**config.mk**
```make
export PLATFORM = sky130hd
export DESIGN_NAME = edge_detect_multi
export DESIGN_NICKNAME = d
export VERILOG_FILES = /design/src/rtl/edge_detect_multi.sv
export SDC_FILE = /design/constraint.sdc
export NUM_CORES = 1
export LEC_CHECK = 0
export ABC_AREA = 1
export BUFFER_PORTS_ARGS = -buffer_cell sky130_fd_sc_hd__buf_2
export CAP_MARGIN = 40
export CORE_UTILIZATION = 50
export CTS_BUF_LIST = sky130_fd_sc_hd__clkbuf_8 sky130_fd_sc_hd__clkbuf_16
export CTS_CLUSTER_SIZE = 30
export DETAILED_ROUTE_END_ITERATION = 8
export PLACE_DENSITY = 0.81
export SLEW_MARGIN = 20
export SYNTH_ARGS = -nofsm -noshare
export SYNTH_HDL_FRONTEND = slang
export SYNTH_SLANG_ARGS = --single-unit
```
**constraint.sdc**
```tcl
create_clock -name clk -period 1.88 [get_ports clk]
set_input_delay 0.282 -clock clk [delete_from_list [all_inputs] [get_ports clk]]
set_output_delay 0.282 -clock clk [all_outputs]
set_load 0.02 [all_outputs]
```
**src/rtl/edge_detect_multi.sv**
```systemverilog
// N-channel edge detector: optional input synchronizer, glitch filter and a 4-state Moore FSM
// per channel, with mode-gated ticks feeding sticky pending flags and an OR-reduced irq.
module edge_detect_multi #(
   parameter int unsigned N             = 4,
   parameter int unsigned SYNC_STAGES   = 2,
   parameter int unsigned FILTER_CYCLES = 3
) (
   input  logic           clk,
   input  logic           reset,
   input  logic [N-1:0]   level,
   input  logic [2*N-1:0] mode,
   input  logic [N-1:0]   clr,
   output logic [N-1:0]   filt_level,
   output logic [N-1:0]   rise,
   output logic [N-1:0]   fall,
   output logic [N-1:0]   tick,
   output logic [N-1:0]   pending,
   output logic           irq
);

   localparam int unsigned   CW      = $clog2(FILTER_CYCLES + 1);
   localparam logic [CW-1:0] CntLast = CW'(FILTER_CYCLES - 1);

   typedef enum logic [1:0] {StZero, StRise, StOne, StFall} state_e;

   logic [N-1:0] synced;
   logic [N-1:0] pending_q, pending_d;

   for (genvar i = 0; i < N; i++) begin : g_ch
      logic [CW-1:0] cnt_q, cnt_d;
      logic          filt_q, filt_d;
      state_e        state_q, state_d;

      if (SYNC_STAGES == 0) begin : g_nosync
         assign synced[i] = level[i];
      end else begin : g_sync
         logic [SYNC_STAGES-1:0] sync_q;
         logic [SYNC_STAGES:0]   chain;

         assign chain     = {sync_q, level[i]};
         assign synced[i] = sync_q[SYNC_STAGES-1];

         always_ff @(posedge clk) begin
            if (reset) begin
               sync_q <= '0;
            end else begin
               sync_q <= chain[SYNC_STAGES-1:0];
            end
         end
      end

      // Level must disagree for FILTER_CYCLES consecutive edges before it is accepted.
      always_comb begin
         cnt_d  = '0;
         filt_d = filt_q;
         if (synced[i] != filt_q) begin
            if (cnt_q == CntLast) begin
               filt_d = ~filt_q;
            end else begin
               cnt_d = cnt_q + CW'(1);
            end
         end
      end

      always_comb begin
         state_d = state_q;
         unique case (state_q)
            StZero:  state_d = filt_q ? StRise : StZero;
            StRise:  state_d = filt_q ? StOne  : StFall;
            StOne:   state_d = filt_q ? StOne  : StFall;
            StFall:  state_d = filt_q ? StRise : StZero;
            default: state_d = StZero;
         endcase
      end

      always_ff @(posedge clk) begin
         if (reset) begin
            cnt_q   <= '0;
            filt_q  <= 1'b0;
            state_q <= StZero;
         end else begin
            cnt_q   <= cnt_d;
            filt_q  <= filt_d;
            state_q <= state_d;
         end
      end

      assign filt_level[i] = filt_q;
      assign rise[i]       = (state_q == StRise) & mode[2*i];
      assign fall[i]       = (state_q == StFall) & mode[2*i+1];
   end

   assign tick = rise | fall;

   // A tick arriving together with a clear keeps the flag set.
   assign pending_d = (pending_q & ~clr) | tick;

   always_ff @(posedge clk) begin
      if (reset) begin
         pending_q <= '0;
      end else begin
         pending_q <= pending_d;
      end
   end

   assign pending = pending_q;
   assign irq     = |pending_q;

endmodule

```
-- Yosys cells after proc, flatten, opt, wreduce, memory -nomap -nowiden
Cells that the tools add are included.
- output and inout port bits: 21
- bits in registers: 32
- word-level logic and storage cells: 94
- input port bits: 18
- add/subtract/negate cells: 4
- multiplexer cells: 12
- eq/ne operators: 20
- reductions and logical operators: 21
- bitwise operators: 20
- operators by type and width (kind ; number):
    2-bit == test (second input constant) ; 12
    2-bit case mux with 2 select lines ; 4
    2-bit OR reduction ; 8
    3-bit OR reduction ; 4
    2-bit by 1-bit adder with 2-bit output (second input constant) ; 4
    1-bit bitwise AND ; 8
    2-bit by 1-bit == test with 1-bit output (second input constant) ; 4
    2-bit zero test ; 4
    1-bit two-way mux ; 8
    1-bit inverter ; 8
    4-bit bitwise OR ; 2
    2-bit AND reduction ; 4
    4-bit bitwise AND ; 1
    1-bit != test ; 4
    4-bit inverter ; 1
    4-bit OR reduction ; 1

-- Logic depth before layout (Yosys ltp)
- depth after elaboration: 4
- mapped depth: 6
- gate-level depth less buffers: 6

-- Least setup slack after synthesis
Ideal clock, no wire load.
- kind: flip-flop to output port
- start: register g_ch[2].state_q[1]
- end: output tick[2]
- buffers on the path: 0
- required time: 1.598 ns
- stages on the path, launching flop included: 5
- data arrival time: 0.716 ns
- slack: 0.882 ns
- path through: dfxtp_1 inv_1 ha_1 nand2_1 nand2_1
- longest elaborated chain between the ends: 3
- elaborated cells between the ends (all ways): 5
- those cells by class: eq/ne (2); bitwise (3)
- RTL lines (what ; line ; text):
    start: declaration ; 32 ; state_e state_q, state_d;
    start signal: assignment ; 80 ; state_q <= StZero;
    start signal: assignment ; 84 ; state_q <= state_d;
    2-bit by 1-bit == test with 1-bit output or 2-bit == test (tied branches) ; 89, 90 ;
    1-bit bitwise AND (on tied branches) ; 89, 90 ;
    4-bit bitwise OR (*) ; 93 ; assign tick = rise | fall;
    end: declaration ; 16 ; output logic [N-1:0] tick,
Mark *: on every way between the ends. The rest lies on a longest branch, timed or not.

-- Worst setup path after layout
- start: register g_ch[0].state_q[1]
- end: output tick[0]
- longest elaborated chain between the ends: 3
- elaborated cells between the ends (all ways): 5
- those cells by class: eq/ne (2); bitwise (3)
- RTL lines (what ; line):
    start: declaration ; 32
    start signal: assignment ; 80
    start signal: assignment ; 84
    2-bit by 1-bit == test with 1-bit output or 2-bit == test (tied branches) ; 89, 90
    1-bit bitwise AND (on tied branches) ; 89, 90
    4-bit bitwise OR (*) ; 93
Marks and branches as above.

==> results by group <==
Placement
  – Port Buffer Count: 38
  – Placed cell count: 229
  – Worst slack at placement: 0.728 ns
  – DP Wirelength: 1510 µm
  – GP Congestion: a little under 0.7

Floorplan
  – Top-level I/O count: 39
  – Initial core utilization: 0.539
  – Standard-cell rows: 18
  – Die Area: 2900 µm²
  – DIE HEIGHT: about 54 µm
  – Core area: 2500 µm²
  – Chip Width: 53.9 µm

STA
  – Setup WS post-layout: 0.452 ns
  – Final worst-path cycle share: 0.760
  – Number of hold violations in the final report: 0
  – Final critical delay including setup and external delays: 1.43 ns
  – Setup TNS: 0 ns
  – Maximum frequency from static timing analysis: 700 MHz
  – Unrepaired setup endpoints after global routing: no
  – Setup-violating endpoint count in the final report: 0
  – Count of pins over their slew limit: 0
  – Final clock skew: 0.00235 ns
  – Headroom to the max-slew limit: 0.655
  – Worst-margin pin slew: 0.517 ns

Worst hold path
  – Worst hold path type: primary input to register
  – Hold Path Origin: level[2]

Synth
  – Syn Area/Cell: about 8.0 µm²
  – Most numerous cell types in the synthesized netlist: sky130_fd_sc_hd__nor2_1, sky130_fd_sc_hd__inv_1, sky130_fd_sc_hd__dfxtp_1, sky130_fd_sc_hd__nand2_1, sky130_fd_sc_hd__ha_1
  – Number of synthesized flops with an enable pin: 0
  – Cell variety after synth: 12
  – Number of warnings issued by yosys: 0
  – Synth Register Bits: 32
  – Share of flip-flops with an asynchronous set or reset: 0
  – Biggest area consumer among synthesized cells: sky130_fd_sc_hd__dfxtp_1
  – Synthesized net count: 198
  – Dominant cell by count in the synthesized netlist: sky130_fd_sc_hd__nor2_1
  – Area fraction of the dominant cell type after synthesis: 0.476
  – Cell count after synthesis: between 150 and 200
  – Cell area after synthesis: about 1300 µm²
  – Ranking of synthesized cells by area: sky130_fd_sc_hd__dfxtp_1, sky130_fd_sc_hd__ha_1, sky130_fd_sc_hd__nor2_1
  – Dominant synthesized flop cell: sky130_fd_sc_hd__dfxtp_1
  – Sequential share of the synthesized area: 0.476

Route
  – Wire per inst: 8.38 µm
  – Routed Antenna Nets: 0
  – Iter 0 DRT Violations: 21
  – Drt via density: roughly 4.3
  – Final WL: 1990 µm
  – First-pass iteration count of the detailed router: 4
  – Number of remaining DRC errors: 0
  – Vias: 1026

CTS
  – Gates resized, CTS repair: 0
  – Longest Clk Path Bufs: 2
  – Hold_buf cts: 0
  – CTS tree: built
  – CTS buffer count: 5
  – Clock slew at reported path FFs: 0.06 ns
  – Clock Tree Root: sky130_fd_sc_hd__clkbuf_8
  – H-tree lvl count: 2
  – Post-CTS setup buffer count: 0
  – Clock sinks: 32
  – Worst-Skew Late Latency: 0.27 ns

Setup path
  – Worst reg2reg setup slack: roughly 0.86 ns
  – Maximum fanout encountered on the critical timing path: 2
  – Startpoint Class: register
  – Crit path arrival time: ~1.2 ns
  – Number of buffer and inverter instances along the worst setup path: 2
  – Cell type group with the largest total delay on the critical path: flip-flops
  – Crit-path slowest cell: sky130_fd_sc_hd__dfxtp_1
  – Critical path origin: g_ch[0].state_q[1]$_SDFF_PP0_
  – Beginning of the worst register-to-register path: g_ch[0].state_q[1]$_SDFF_PP0_
  – Crit Path Class: register to output port
  – Required arrival time at the worst endpoint: 1.60 ns
  – Crit path top cell by count: sky130_fd_sc_hd__nand2_1
  – Worst setup EP type: output port
  – Critical Path Max Stage Delay: 0.33 ns
  – Critical path, cell by cell: inv_1, ha_1, nand2_1, nand2_1, buf_2

Final layout
  – Multi-input logic area: 507 µm²
  – Sequential cell area: 641 µm²
  – Layout cells sized above 1: 0.232
  – Net count, final: 236
  – Number of filler instances in the final layout: 240
  – Final antenna diode count: 0
  – Final cell count without fillers: 237
  – Relative area change from synthesis to final layout: 18.9%

Power and ir drop
  – Final Total Pwr: ~1.8 mW
  – Leak pwr: 0.900 nW
  – Peak supply drop: 0.000677 V
  – Power density over cell area: 1110 nW/µm²

Run status
  – Run status: finished clean

Global route
  – Vias in the first global route: just over 800
  – Largest net degree at the start of global routing: 29
  – Initial antenna violation count: 0
  – Wire length of the first global-routing pass: 3110 µm
  – Global-route total usage across every layer: 0.165
  – Total gr overflow: 0

Run
  – Max-cap violations: 0
layout by cell type (no fill, tap or decap):
cell,synthesis,routed
sky130_fd_sc_hd__nand3_1,4,4
sky130_fd_sc_hd__nand4_1,1,1
sky130_fd_sc_hd__nand2_1,24,24
sky130_fd_sc_hd__clkbuf_8,0,6
sky130_fd_sc_hd__nor2_1,40,40
sky130_fd_sc_hd__ha_1,12,12
sky130_fd_sc_hd__nor2_2,4,4
sky130_fd_sc_hd__xor2_1,4,4
sky130_fd_sc_hd__inv_1,36,38
sky130_fd_sc_hd__buf_2,0,38
sky130_fd_sc_hd__nor3b_1,4,4
sky130_fd_sc_hd__dfxtp_1,32,32
path summary, 6_finish.rpt:
check | to | cells past startpoint
min reg2reg | g_ch[2].g_sync.sync_q[1]$_SDFF_PP0_ | 2
max reg2reg | g_ch[0].state_q[0]$_SDFF_PP0_ | 4
min | g_ch[2].g_sync.sync_q[0]$_SDFF_PP0_ | 3
max | tick[0] | 5
cells by family after synthesis:
| group | synth area share |
|---|---|
| and+or+nand+nor | 0.239 |
| buffers and inverters | 0.148 |
| DFF | 0.476 |
| adders and majority gates | 0.112 |
| xor gates and xnor gates | 0.0260 |
per-layer routing:
layer	GRT usage	share of wire	vias up
met2	0.302	0.48	36
met1	0.135	0.42	427
met3	0.0847	0.075	5
li1	-	-	558
met4	0.105	0.022	0
met5	0	0	-
flip-flops by register name (all words and copies together), names as in the netlist:
signal              count
g_ch.cnt_q              8
g_ch.g_sync.sync_q      8
pending                 4
g_ch.filt_q             4
g_ch.state_q            8
where the power goes:
part	internal (mW)	total [mW]	switching (mW)
registers	0.777	0.825	0.0482
logic	0.176	0.441	0.266
clock network	0.287	0.507	0.221
total	1.24	1.77	0.534
area by class of cell:
| cell class | count | share of cell area |
|---|---|---|
| Inverter | 36 | 0.0844 |
| Multi-Input combinational cell | 93 | 0.317 |
| Sequential cell | 32 | 0.400 |
| Timing Repair Buffer | 38 | 0.119 |
| Clock buffer | 6 | 0.0516 |
| Tap cell | 30 | 0.0235 |
| Clock inverter | 2 | 0.00469 |
per-stage QoR:
stage	instance area (µm²)	util	hold slack, ns
finish	1600	0.640	0.206
global route	1600	0.640	0.196
CTS	1600	0.640	0.200
detailed placement	1510	0.604	0.396
global placement	1510	0.604	0.389
floorplan	1350	-	0.388
worst register-to-register path: cells and delay by family (launching register included):
family	cells	cell delay, ns
flip-flops	1	0.33
adder cells (fa/ha/maj)	1	0.31
XOR/XNOR	1	0.15
buffers and inverters	1	0.05
AND/OR/NAND/NOR	1	0.05
(Power assumes the default switching activity.)
